`config.mk`:
```
export PLATFORM = sky130hd
export DESIGN_NAME = multi_cycle_control_unit
export DESIGN_NICKNAME = d
export VERILOG_FILES = /design/src/rtl/cpu_ctrl_pkg.sv /design/src/rtl/multi_cycle_control_unit_cond_check.sv /design/src/rtl/multi_cycle_control_unit.sv
export SDC_FILE = /design/constraint.sdc
export NUM_CORES = 1
export LEC_CHECK = 0
export CORE_ASPECT_RATIO = 1.5
export CORE_MARGIN = 4
export CORE_UTILIZATION = 46
export CTS_CLUSTER_DIAMETER = 30
export DETAILED_ROUTE_END_ITERATION = 12
export PLACE_DENSITY = 0.75
export SETUP_SLACK_MARGIN = 0.4
export SKIP_CTS_REPAIR_TIMING = 1
export SLEW_MARGIN = 20
export SYNTH_ARGS = -nofsm -noshare
export SYNTH_HDL_FRONTEND = slang
export SYNTH_SLANG_ARGS = --single-unit
```
`constraint.sdc`:
```
create_clock -name clk -period 3 [get_ports clk]
set_clock_uncertainty 0.1 [all_clocks]
set_input_delay 0.75 -clock clk [delete_from_list [all_inputs] [get_ports clk]]
set_output_delay 0.75 -clock clk [all_outputs]
set_load 0.02 [all_outputs]
```
`src/rtl/cpu_ctrl_pkg.sv`:
```
// Shared encodings for the multi-cycle CPU controller: FSM states,
// instruction class/function codes and datapath select encodings.
package cpu_ctrl_pkg;

   typedef enum logic [3:0] {
      S_IDLE,
      S_FETCH,
      S_DECODE,
      S_EXEC_R,
      S_EXEC_I,
      S_SHIFT,
      S_ALU_WB,
      S_MEM_ADR,
      S_MEM_RD,
      S_MEM_WB,
      S_MEM_WR,
      S_BRANCH
   } state_t;

   // instr[4:3] class
   localparam logic [1:0] CLS_DP_REG = 2'b00;
   localparam logic [1:0] CLS_DP_IMM = 2'b01;
   localparam logic [1:0] CLS_MEM    = 2'b10;
   localparam logic [1:0] CLS_BRANCH = 2'b11;

   // instr[2:0] data-processing function
   localparam logic [2:0] FN_AND   = 3'b000;
   localparam logic [2:0] FN_OR    = 3'b001;
   localparam logic [2:0] FN_ADD   = 3'b010;
   localparam logic [2:0] FN_SUB   = 3'b011;
   localparam logic [2:0] FN_CMP   = 3'b100;
   localparam logic [2:0] FN_MOV   = 3'b101;
   localparam logic [2:0] FN_SHIFT = 3'b110;
   localparam logic [2:0] FN_NOP   = 3'b111;

   // instr[2:0] branch condition
   localparam logic [2:0] BR_AL = 3'b000;
   localparam logic [2:0] BR_EQ = 3'b001;
   localparam logic [2:0] BR_NE = 3'b010;
   localparam logic [2:0] BR_L  = 3'b011;

   // alu_control
   localparam logic [2:0] ALU_ADD   = 3'b000;
   localparam logic [2:0] ALU_SUB   = 3'b001;
   localparam logic [2:0] ALU_AND   = 3'b010;
   localparam logic [2:0] ALU_OR    = 3'b011;
   localparam logic [2:0] ALU_PASSB = 3'b100;

   // alu_srcB
   localparam logic [1:0] SRCB_REG = 2'b00;
   localparam logic [1:0] SRCB_IMM = 2'b01;
   localparam logic [1:0] SRCB_ONE = 2'b10;

   // result_src
   localparam logic [1:0] RES_ALUOUT = 2'b00;
   localparam logic [1:0] RES_MEM    = 2'b01;
   localparam logic [1:0] RES_ALU    = 2'b10;
   localparam logic [1:0] RES_SHIFT  = 2'b11;

   // imm_src
   localparam logic [1:0] IMM_DP  = 2'b00;
   localparam logic [1:0] IMM_MEM = 2'b01;
   localparam logic [1:0] IMM_BR  = 2'b10;

   // RegSrc
   localparam logic [3:0] REGSRC_STORE = 4'b0010;
   localparam logic [3:0] REGSRC_LINK  = 4'b1100;

   typedef struct packed {
      logic       adr_source;
      logic       mem_write;
      logic       ir_write;
      logic       reg_write;
      logic       alu_src_a;
      logic       pc_write;
      logic [2:0] alu_control;
      logic [1:0] alu_src_b;
      logic [1:0] imm_src;
      logic [3:0] reg_src;
      logic [1:0] result_src;
      logic [2:0] shft_op;
   } ctrl_t;

   function automatic logic [2:0] dp_alu_op(input logic [2:0] fn);
      case (fn)
         FN_AND:         return ALU_AND;
         FN_OR:          return ALU_OR;
         FN_SUB, FN_CMP: return ALU_SUB;
         FN_MOV:         return ALU_PASSB;
         default:        return ALU_ADD;
      endcase
   endfunction

   function automatic logic [1:0] imm_for_class(input logic [1:0] cls);
      case (cls)
         CLS_MEM:    return IMM_MEM;
         CLS_BRANCH: return IMM_BR;
         default:    return IMM_DP;
      endcase
   endfunction

endpackage

```
`src/rtl/multi_cycle_control_unit_cond_check.sv`:
```
// Branch condition evaluation from instr[2:0] and the registered NZCV flags.
module cond_check
   import cpu_ctrl_pkg::*;
(
   input  logic [2:0] cond,
   input  logic [3:0] flags,
   output logic       taken
);

   // Z is flags[2]; codes 1xx never branch
   always_comb begin
      taken = 1'b0;
      case (cond)
         BR_AL, BR_L: taken = 1'b1;
         BR_EQ:       taken = flags[2];
         BR_NE:       taken = ~flags[2];
         default:     taken = 1'b0;
      endcase
   end

endmodule

```
`src/rtl/multi_cycle_control_unit.sv`:
```
// Multi-cycle CPU controller: Moore FSM with registered datapath controls
// and the architectural NZCV flag register.
module multi_cycle_control_unit
   import cpu_ctrl_pkg::*;
(
   input  logic       clk,
   input  logic       RESET,
   input  logic       RUN,
   input  logic [4:0] instr,
   input  logic [2:0] inst3,
   input  logic [3:0] alu_flags,
   output logic       adr_source,
   output logic       mem_Write,
   output logic       ir_Write,
   output logic       reg_Write,
   output logic       alu_srcA,
   output logic       pc_Write,
   output logic [2:0] alu_control,
   output logic [1:0] alu_srcB,
   output logic [1:0] imm_src,
   output logic [3:0] RegSrc,
   output logic [1:0] result_src,
   output logic [2:0] shft_op,
   output logic [3:0] ALU_flags
);

   state_t     state, state_nxt;
   ctrl_t      ctrl, ctrl_nxt;
   logic       flag_load;
   logic       br_taken;
   logic       boundary_go;
   logic [1:0] cls;
   logic [2:0] fn;

   assign cls = instr[4:3];
   assign fn  = instr[2:0];

   // RUN only matters where an instruction ends and the next would be fetched
   assign boundary_go = RUN;

   cond_check u_cond_check (
      .cond  (fn),
      .flags (ALU_flags),
      .taken (br_taken)
   );

   // Next-state selection and flag-capture strobe
   always_comb begin
      state_nxt = state;
      flag_load = 1'b0;
      case (state)
         S_IDLE:   state_nxt = RUN ? S_FETCH : S_IDLE;
         S_FETCH:  state_nxt = S_DECODE;
         S_DECODE: begin
            case (cls)
               CLS_DP_REG: state_nxt = (fn == FN_SHIFT) ? S_SHIFT : S_EXEC_R;
               CLS_DP_IMM: state_nxt = S_EXEC_I;
               CLS_MEM:    state_nxt = S_MEM_ADR;
               default:    state_nxt = S_BRANCH;
            endcase
         end
         // Flags are latched at the end of execute; for ALU ops this is the
         // value the write-back cycle commits.
         S_EXEC_R, S_EXEC_I: begin
            flag_load = (fn != FN_NOP);
            if ((fn == FN_CMP) || (fn == FN_NOP))
               state_nxt = boundary_go ? S_FETCH : S_IDLE;
            else
               state_nxt = S_ALU_WB;
         end
         S_SHIFT: begin
            flag_load = 1'b1;
            state_nxt = boundary_go ? S_FETCH : S_IDLE;
         end
         S_MEM_ADR: state_nxt = instr[0] ? S_MEM_WR : S_MEM_RD;
         S_MEM_RD:  state_nxt = S_MEM_WB;
         S_ALU_WB, S_MEM_WB, S_MEM_WR, S_BRANCH:
            state_nxt = boundary_go ? S_FETCH : S_IDLE;
         default:   state_nxt = S_IDLE;
      endcase
   end

   // Controls for the state being entered, so outputs register cleanly
   always_comb begin
      ctrl_nxt = '0;
      case (state_nxt)
         S_FETCH: begin
            ctrl_nxt.ir_write    = 1'b1;
            ctrl_nxt.alu_src_a   = 1'b1;
            ctrl_nxt.alu_src_b   = SRCB_ONE;
            ctrl_nxt.alu_control = ALU_ADD;
            ctrl_nxt.result_src  = RES_ALU;
            ctrl_nxt.pc_write    = 1'b1;
         end
         S_DECODE: ctrl_nxt.imm_src = imm_for_class(cls);
         S_EXEC_R: begin
            ctrl_nxt.alu_control = dp_alu_op(fn);
            ctrl_nxt.alu_src_b   = SRCB_REG;
         end
         S_EXEC_I: begin
            ctrl_nxt.alu_control = dp_alu_op(fn);
            ctrl_nxt.alu_src_b   = SRCB_IMM;
            ctrl_nxt.imm_src     = IMM_DP;
         end
         S_SHIFT: begin
            ctrl_nxt.shft_op    = inst3;
            ctrl_nxt.result_src = RES_SHIFT;
            ctrl_nxt.reg_write  = 1'b1;
         end
         S_ALU_WB: begin
            ctrl_nxt.result_src = RES_ALUOUT;
            ctrl_nxt.reg_write  = 1'b1;
         end
         S_MEM_ADR: begin
            ctrl_nxt.alu_src_b   = SRCB_IMM;
            ctrl_nxt.imm_src     = IMM_MEM;
            ctrl_nxt.alu_control = ALU_ADD;
         end
         S_MEM_RD: ctrl_nxt.adr_source = 1'b1;
         S_MEM_WB: begin
            ctrl_nxt.result_src = RES_MEM;
            ctrl_nxt.reg_write  = 1'b1;
         end
         S_MEM_WR: begin
            ctrl_nxt.adr_source = 1'b1;
            ctrl_nxt.reg_src    = REGSRC_STORE;
            ctrl_nxt.mem_write  = 1'b1;
         end
         S_BRANCH: begin
            ctrl_nxt.alu_src_a   = 1'b1;
            ctrl_nxt.alu_src_b   = SRCB_IMM;
            ctrl_nxt.imm_src     = IMM_BR;
            ctrl_nxt.alu_control = ALU_ADD;
            ctrl_nxt.result_src  = RES_ALU;
            ctrl_nxt.pc_write    = br_taken;
            if (fn == BR_L) begin
               ctrl_nxt.reg_write = 1'b1;
               ctrl_nxt.reg_src   = REGSRC_LINK;
            end
         end
         default: ctrl_nxt = '0;
      endcase
   end

   // State, registered controls and NZCV; reset clears all enables at once
   always_ff @(posedge clk or negedge RESET) begin
      if (!RESET) begin
         state     <= S_IDLE;
         ctrl      <= '0;
         ALU_flags <= '0;
      end else begin
         state <= state_nxt;
         ctrl  <= ctrl_nxt;
         if (flag_load)
            ALU_flags <= alu_flags;
      end
   end

   assign adr_source  = ctrl.adr_source;
   assign mem_Write   = ctrl.mem_write;
   assign ir_Write    = ctrl.ir_write;
   assign reg_Write   = ctrl.reg_write;
   assign alu_srcA    = ctrl.alu_src_a;
   assign pc_Write    = ctrl.pc_write;
   assign alu_control = ctrl.alu_control;
   assign alu_srcB    = ctrl.alu_src_b;
   assign imm_src     = ctrl.imm_src;
   assign RegSrc      = ctrl.reg_src;
   assign result_src  = ctrl.result_src;
   assign shft_op     = ctrl.shft_op;

endmodule

```
==> impl_summary.log, run 1 <==
INFO  metric grt_max_degree = 28
INFO  metric finalNonFillerCells = 219
INFO  metric crit_type = in2reg
INFO  metric leakagePower = 0.900 nW
INFO  metric post_drt_via_cell_ratio = 5.29
INFO  metric worstPathArrival = 2.60 ns
INFO  metric netlist_top_cells_area = sky130_fd_sc_hd__dfrtp_1 49%, sky130_fd_sc_hd__ha_1 3.7%, sky130_fd_sc_hd__mux2_2 3.3%
INFO  metric place.detailed.hpwl = 2.58 mm
INFO  metric port_buffers = 39
INFO  metric fin_crit = 2.53 ns
INFO  metric cts_buffer_depth = 2
INFO  metric drive_gt1_share = 25.6%
INFO  metric wl = 3.28 mm
INFO  metric detail-route-antenna-nets = 0
INFO  metric drc = 0
INFO  metric chipWidth = 52.5 um
INFO  metric floorplan.die.height = 74.7 um
INFO  metric multi_input_comb_area = 628 sq um
INFO  metric p_sw = 738 uW
INFO  metric hold-path-cell-count = 1
INFO  metric synthesis.instances = 128
INFO  metric sequential_cell_area = 677 sq um
INFO  metric rows = 24
INFO  metric share_seq_of_total_power = 32.5%
INFO  metric number_of_buffers_created_by_cts = 3
INFO  metric wl_per_cell = 15.0 um
INFO  metric fin_worst_hold_slack = 0.414 ns
INFO  metric cp_slowest_cell = sky130_fd_sc_hd__or4_4
INFO  metric grt_setup_unrepaired = false
INFO  metric maxUsedRoutingLayer = met4
INFO  metric die-area = 3920 sq um
INFO  metric max_clock_freq = 0.395 GHz
INFO  metric worstPathRequired = 3.07 ns
INFO  metric final_hold_viol_count = 0
INFO  metric run_status = complete, no violations
INFO  metric relSlewSlack = 65.3%
INFO  metric syn_avg_cell_area = 10.7 sq um
INFO  metric clock_latency_late_sink = 0.27 ns
INFO  metric placed_cells = 214
INFO  metric clock_sink_count = 27
INFO  metric post_synth_instance_area = 1370 sq um
INFO  metric holdCritPathClass = reg2reg
INFO  metric number_of_synthesized_flops_with_an_enable_pin = 0
INFO  metric detail_route.first_pass.iterations = 4
INFO  metric synth_seq_cells = 27
INFO  metric yosysWarnings = 0
INFO  metric globalplace.congestion = 0.877
INFO  metric share_clk_of_total_power = 11.2%
INFO  metric synth_ff_type = sky130_fd_sc_hd__dfrtp_1
INFO  metric drc_marker_count_from_the_first_detailed_route_iteration = 31
INFO  metric critical_path.startpoint_type = primary input
INFO  metric vias_after_detailed_routing = 1159
INFO  metric yosysMostFrequentCell = sky130_fd_sc_hd__dfrtp_1
INFO  metric grt_pass1_vias = 1183
INFO  metric clk_root_buffer_cell = sky130_fd_sc_hd__clkbuf_8
INFO  metric worst-slew-pin-transition = 0.518 ns
INFO  metric dr_wl_met2 = 1.93 mm
INFO  metric cap_viol_max_count = 0
INFO  metric yosys.area.top_type = sky130_fd_sc_hd__dfrtp_1
INFO  metric power = 1.78 mW
INFO  metric grt_remaining_overflow = 0
INFO  metric setup_violations = 0
INFO  metric antenna_cells = 0
INFO  metric ys_top_cells_by_count = 27 x sky130_fd_sc_hd__dfrtp_1, 8 x sky130_fd_sc_hd__a21oi_1, 8 x sky130_fd_sc_hd__nor2_1
INFO  metric ys_async_sr_fraction = 100%
INFO  metric worst_setup_hold_path_clk_slew = 0.08 ns
INFO  metric met3_wirelength = 88 um
INFO  metric reg2reg_depth = 4
INFO  metric io_pins = 41
INFO  metric first_pass_grt_wire_length = 5.22 mm
INFO  metric worstSetupEndpointType = flop
INFO  metric synth_top_cell_area_share = 49.5%
INFO  metric nets = 200
INFO  metric grt.total_usage = 17.8%
INFO  metric ctsHtreeMaxLevel = 1
INFO  metric timing.final.ws_setup = 0.467 ns
INFO  metric start_util = 47.4%
INFO  metric powerDensity = 901 nW/um^2
INFO  metric floorplan.core_area = 2880 sq um
INFO  metric worstPathCellList = dlymetal6s2s_1 > nand3b_1 > a311oi_2 > o211a_2 > inv_2 > or4_4 > a2111oi_4
INFO  metric power.share.combinational = 56.3%
INFO  metric yosys.cell_types.count = 42
INFO  metric detail_route.wirelength.met1 = 1.17 mm
INFO  metric switching_share = 41.5%
INFO  metric intPower = 1.04 mW
INFO  metric clock_tree_from_tritoncts = done
INFO  metric max_stage_delay = 0.57 ns
INFO  metric antenna_found_initial = 0
INFO  metric nets_in_the_synthesized_netlist = 147
INFO  metric fillerInstances = 243
INFO  metric synth_sequential_area_ratio = 49.5%
INFO  metric highest_ir_drop_seen_on_vdd = 0.478 mV
INFO  metric worst_setup_timing_slack_at_the_placement_stage = -0.0932 ns
INFO  metric areaGrowthSynthToFinish = 44.5%
INFO  metric report.final.slew_viol_count = 0
INFO  metric layout_worst_path_cycle_share = 84.4%
INFO  metric critPathMaxFanout = 6
worst paths after layout:
check	from	end	slack [ns]
hold / removal	ALU_flags[1]	ALU_flags[1]	0.41
max in group asynchronous	RESET	state[1]	1.79
setup reg to reg	state[0]	alu_control[2]	0.53
min in group asynchronous	RESET	alu_control[1]	0.74
setup / recovery	instr[0]	alu_control[2]	0.47
hold reg to reg	ALU_flags[1]	ALU_flags[1]	0.41
state kept, by name, indices dropped and copies added (netlist names):
signal,flops
alu_srcA,1
pc_Write,1
shft_op,3
adr_source,1
imm_src,2
alu_srcB,2
state,4
reg_Write,1
alu_control,3
RegSrc,2
mem_Write,1
ALU_flags,4
result_src,2
cell families after synthesis:
group / Yosys count / share of synthesized area, %
other: 1 / 0.274
AND/OR/NAND/NOR: 42 / 19.0
AO/OA/AOI/OAI: 28 / 16.1
XOR/XNOR: 2 / 1.28
buffers and inverters: 20 / 6.96
adder cells (fa/ha/maj): 4 / 3.66
multiplexers: 4 / 3.30
flip-flops: 27 / 49.5
cell usage in the layout (no fill, tap or decap), types with 2 or more instances in the layout:
cell type                          n
sky130_fd_sc_hd__nor2b_1           3
sky130_fd_sc_hd__and3_1            2
sky130_fd_sc_hd__ha_2              3
sky130_fd_sc_hd__or4_4             2
sky130_fd_sc_hd__mux2_2            4
sky130_fd_sc_hd__nor4bb_1          2
sky130_fd_sc_hd__and4_1            4
sky130_fd_sc_hd__inv_1             3
sky130_fd_sc_hd__dlymetal6s2s_1    4
sky130_fd_sc_hd__clkbuf_8          3
sky130_fd_sc_hd__buf_4            19
sky130_fd_sc_hd__nor2_1            8
sky130_fd_sc_hd__o211ai_1          2
sky130_fd_sc_hd__nand2_1           4
sky130_fd_sc_hd__dfrtp_1          26
sky130_fd_sc_hd__a21oi_1           8
sky130_fd_sc_hd__nand3_1           3
sky130_fd_sc_hd__o21ai_1           3
sky130_fd_sc_hd__clkdlybuf4s50_1  34
sky130_fd_sc_hd__o2bb2ai_1         2
sky130_fd_sc_hd__inv_2             7
sky130_fd_sc_hd__o31a_1            2
sky130_fd_sc_hd__nor3_1            5
metrics by stage:
step	instance area [sq um]	setup TNS, ns	utilization, %
2_1_floorplan	1370	0	-
3_3_place_gp	1880	-0.00749	65.3
3_5_place_dp	1880	-0.115	65.3
4_1_cts	1930	0	66.9
5_1_grt	1970	0	68.5
6_report	1970	0	68.5
power by group through the flow:
stage          Clock [mW]  Sequential (mW)  Combinational, mW
5_1_grt             0.219            0.594               1.07
3_3_place_gp            0            0.571              0.937
4_1_cts             0.204            0.574              0.972
2_1_floorplan           0            0.636              0.506
3_5_place_dp            0            0.581              0.963
6_report            0.199            0.578               1.00
worst max-delay path, delay by kind of cell:
kind            cells  cell delay (ns)
compound gates      3             0.82
buf+inv             2             0.24
simple gates        2             0.80
final cells by class:
| class | count | share of cell area, % |
|---|---|---|
| well taps | 39 | 2.47 |
| clock buffers | 4 | 2.28 |
| flip-flops and latches | 27 | 34.3 |
| multi-input cells | 81 | 31.8 |
| inverters | 10 | 1.90 |
| repair buffers | 58 | 27.2 |
metal layers:
metal | vias up | global-route usage, %
met4 | 0 | 10.2
met3 | 7 | 1.58
met1 | 559 | 18.5
li1 | 562 | -
met2 | 31 | 33.8
met5 | - | 0
Power figures use the tool's default switching activity.
==> run 2: changes to the inputs <==
CORE_UTILIZATION = 42   (was 46)
PLACE_DENSITY = 0.72   (was 0.75)
clock period = 2.3 ns   (was 3 ns; I/O delays follow)
==> run 2 against run 1 <==
Against the previous run:
- the run now ends with negative setup slack left
- total power rose by 71%
- largest power group unchanged
- clock power increased by 33%
- die area increased by 8.3%
- highest routed layer unchanged
- global-route usage is 0.65 points lower
- setup slack got worse by 0.51 ns
- sequential cell count stayed put
- final cell count up 11%
- critical path depth fell by 3
- final area increased by 23%
==> impl_summary.log, run 2 (synthesized netlist as in run 1, its figures left out) <==
INFO  metric grt_pass1_vias = 1237 (was 1183)
INFO  metric worstPathCellList = or4_4 > o31a_1 > or4_4 > a2111oi_4 (was dlymetal6s2s_1 > nand3b_1 > a311oi_2 > o211a_2 > inv_2 > or4_4 > a2111oi_4)
INFO  metric wl = 4.19 mm (was 3.28 mm)
INFO  metric highest_ir_drop_seen_on_vdd = 0.810 mV (was 0.478 mV)
INFO  metric floorplan.core_area = 3130 sq um (was 2880 sq um)
INFO  metric floorplan.die.height = 77.9 um (was 74.7 um)
INFO  metric setup_tns = -0.0583 ns (was 0 ns)
INFO  metric max_clock_freq = 0.427 GHz
INFO  metric finalNonFillerCells = 244 (was 219)
INFO  metric clock_sink_count = 27 (unchanged)
INFO  metric critPathMaxFanout = 2 (was 6)
INFO  metric worstSetupPathDepth = 4 (was 7)
INFO  metric switching_share = 42.5% (was 41.5%)
INFO  metric start_util = 43.7% (was 47.4%)
INFO  metric crit_start = state[0] (was instr[0])
INFO  metric finalCoreUtilization = 77.4% (was 68.5%)
INFO  metric place.detailed.hpwl = 2.62 mm (was 2.58 mm)
INFO  metric chipWidth = 54.6 um (was 52.5 um)
INFO  metric vias_after_detailed_routing = 1318 (was 1159)
INFO  metric worst_setup_timing_slack_at_the_placement_stage = -0.618 ns (was -0.0932 ns)
INFO  metric timing.final.ws_setup = -0.0399 ns (was 0.467 ns)
INFO  metric critical_path.startpoint_type = flop (was primary input)
INFO  metric design_area = 2420 sq um (was 1970 sq um)
INFO  metric first_pass_grt_wire_length = 5.46 mm (was 5.22 mm)
INFO  metric leakagePower = 1.39 nW (was 0.900 nW)
INFO  metric detail_route.first_pass.iterations = 4 (unchanged)
INFO  metric reg2reg_depth = 4 (unchanged)
INFO  metric io_pins = 41 (unchanged)
INFO  metric p_sw = 1.30 mW (was 738 uW)
INFO  metric die-area = 4250 sq um (was 3920 sq um)
INFO  metric hold-path-cell-count = 1 (unchanged)
INFO  metric final_common_cell = sky130_fd_sc_hd__buf_4 (was sky130_fd_sc_hd__clkdlybuf4s50_1)
INFO  metric run_status = complete, but fails checks (was complete, no violations)
INFO  metric grt_max_degree = 28 (unchanged)
INFO  metric grt_remaining_overflow = 0 (unchanged)
INFO  metric share_clk_of_total_power = 8.7% (was 11.2%)
INFO  metric worstPathArrival = 2.40 ns (was 2.60 ns)
INFO  metric clk_root_buffer_cell = sky130_fd_sc_hd__clkbuf_8 (unchanged)
INFO  metric worstSetupEndpointType = flop (unchanged)
INFO  metric placed_cells = 228 (was 214)
INFO  metric largest_registers_ranked_by_flip_flop_count = ALU_flags (4), state (4) (unchanged)
INFO  metric final_hold_viol_count = 0 (unchanged)
INFO  metric grt_setup_unrepaired = true (was false)
INFO  metric post_drt_via_cell_ratio = 5.40 (was 5.29)
INFO  metric ctsHtreeMaxLevel = 1 (unchanged)
INFO  metric final_cell_mix = 30 x sky130_fd_sc_hd__buf_4, 27 x sky130_fd_sc_hd__dfrtp_1, 24 x sky130_fd_sc_hd__dlymetal6s2s_1 (was 34 x sky130_fd_sc_hd__clkdlybuf4s50_1, 26 x sky130_fd_sc_hd__dfrtp_1, 19 x sky130_fd_sc_hd__buf_4)
INFO  metric cp_slowest_cell = sky130_fd_sc_hd__or4_4 (unchanged)
INFO  metric crit_type = reg2reg (was in2reg)
INFO  metric drc = 0 (unchanged)
INFO  metric share_seq_of_total_power = 23.1% (was 32.5%)
INFO  metric grt.total_usage = 17.2% (was 17.8%)
INFO  metric report.final.slew_viol_count = 0 (unchanged)
INFO  metric drive_gt1_share = 43.6% (was 25.6%)
INFO  metric crit_reg_reg_startpoint = state[0] (unchanged)
INFO  metric failed_checks = negative setup slack
INFO  metric wl_per_cell = 17.2 um (was 15.0 um)
INFO  metric number_of_buffers_created_by_cts = 3 (unchanged)
INFO  metric power = 3.05 mW (was 1.78 mW)
INFO  metric post_dp_cell_area = 2020 sq um (was 1880 sq um)
INFO  metric intPower = 1.75 mW (was 1.04 mW)
INFO  metric timing.hold.worst.start = ALU_flags[1] (unchanged)
INFO  metric clock_tree_from_tritoncts = done (unchanged)
INFO  metric globalplace.congestion = 0.823 (was 0.877)
INFO  metric power.share.combinational = 68.2% (was 56.3%)
INFO  metric holdCritPathClass = reg2reg (unchanged)
INFO  metric cell_type_group_with_the_largest_total_delay_on_the_critical_path = simple AND/OR/NAND/NOR gates (was compound AO/OA/AOI/OAI gates)
INFO  metric max_stage_delay = 0.57 ns (about the same)
INFO  metric setup_violations = 2 (was 0)
INFO  metric cts_buffer_depth = 2 (unchanged)
INFO  metric drc_marker_count_from_the_first_detailed_route_iteration = 28 (was 31)
INFO  metric layout_worst_path_cycle_share = 102%
INFO  metric detail-route-antenna-nets = 0 (unchanged)
INFO  metric nets = 224 (was 200)
INFO  metric port_buffers = 39 (unchanged)
INFO  metric multi_input_comb_area = 773 sq um (was 628 sq um)
INFO  metric antenna_found_initial = 0 (unchanged)
INFO  metric worstPathRequired = 2.36 ns (was 3.07 ns)
INFO  metric fin_worst_hold_slack = 0.411 ns (was 0.414 ns)
INFO  metric areaGrowthSynthToFinish = 77.1% (was 44.5%)
INFO  metric fillerInstances = 192 (was 243)
INFO  metric sequential_cell_area = 676 sq um (was 677 sq um)
INFO  metric fin_crit = 2.34 ns
INFO  metric crit_path_frequent_cell = sky130_fd_sc_hd__or4_4
INFO  metric rrSetupSlack = -0.04 ns (was 0.53 ns)
INFO  metric regToRegEndpoint = alu_control[2] (unchanged)
INFO  metric crit_buf_inv = 0 (was 2)
INFO  metric cap_viol_max_count = 0 (unchanged)
INFO  metric worst_setup_hold_path_clk_slew = 0.09 ns (was 0.08 ns)
INFO  metric antenna_cells = 0 (unchanged)
INFO  metric powerDensity = 1260 nW/um^2 (was 901 nW/um^2)
INFO  metric rows = 25 (was 24)
INFO  metric clock_latency_late_sink = 0.27 ns (about the same)
INFO  metric hold_end = ALU_flags[1] (unchanged)
## run 2: cell type report
type,count,area share (%)
clock buffers,4,1.86
flip-flops and latches,27,27.9
multi-input cells,81,32.0
repair inverters,1,0.310
well taps,40,2.07
inverters,10,1.76
repair buffers,81,34.1
## run 2: power groups by stage
stage               clock network (mW)  logic (mW)  registers, mW
floorplan                            0       0.692          0.830
global placement                     0        1.47          0.694
detailed placement                   0        1.51          0.703
finish                           0.265        2.08          0.704
global route                     0.292        2.20          0.720
CTS                              0.267        1.52          0.695
## run 2: worst max-delay path by stage
stage	to	slack (ns)
2_1_floorplan	alu_control[2]	-0.01
4_1_cts	alu_control[2]	-0.34
5_1_grt	alu_control[2]	-0.13
3_5_place_dp	alu_control[2]	-0.62
6_report	alu_control[2]	-0.04
3_3_place_gp	alu_control[2]	-0.48
## run 2: metal layers
metal  wire (um)  up-vias  global-route usage (%)
met3         177       17                    1.15
met1        1440      646                    18.1
met2        2380       44                    31.2
li1            -      611                       -
met4         201        0                    9.73
met5           0        -                       0
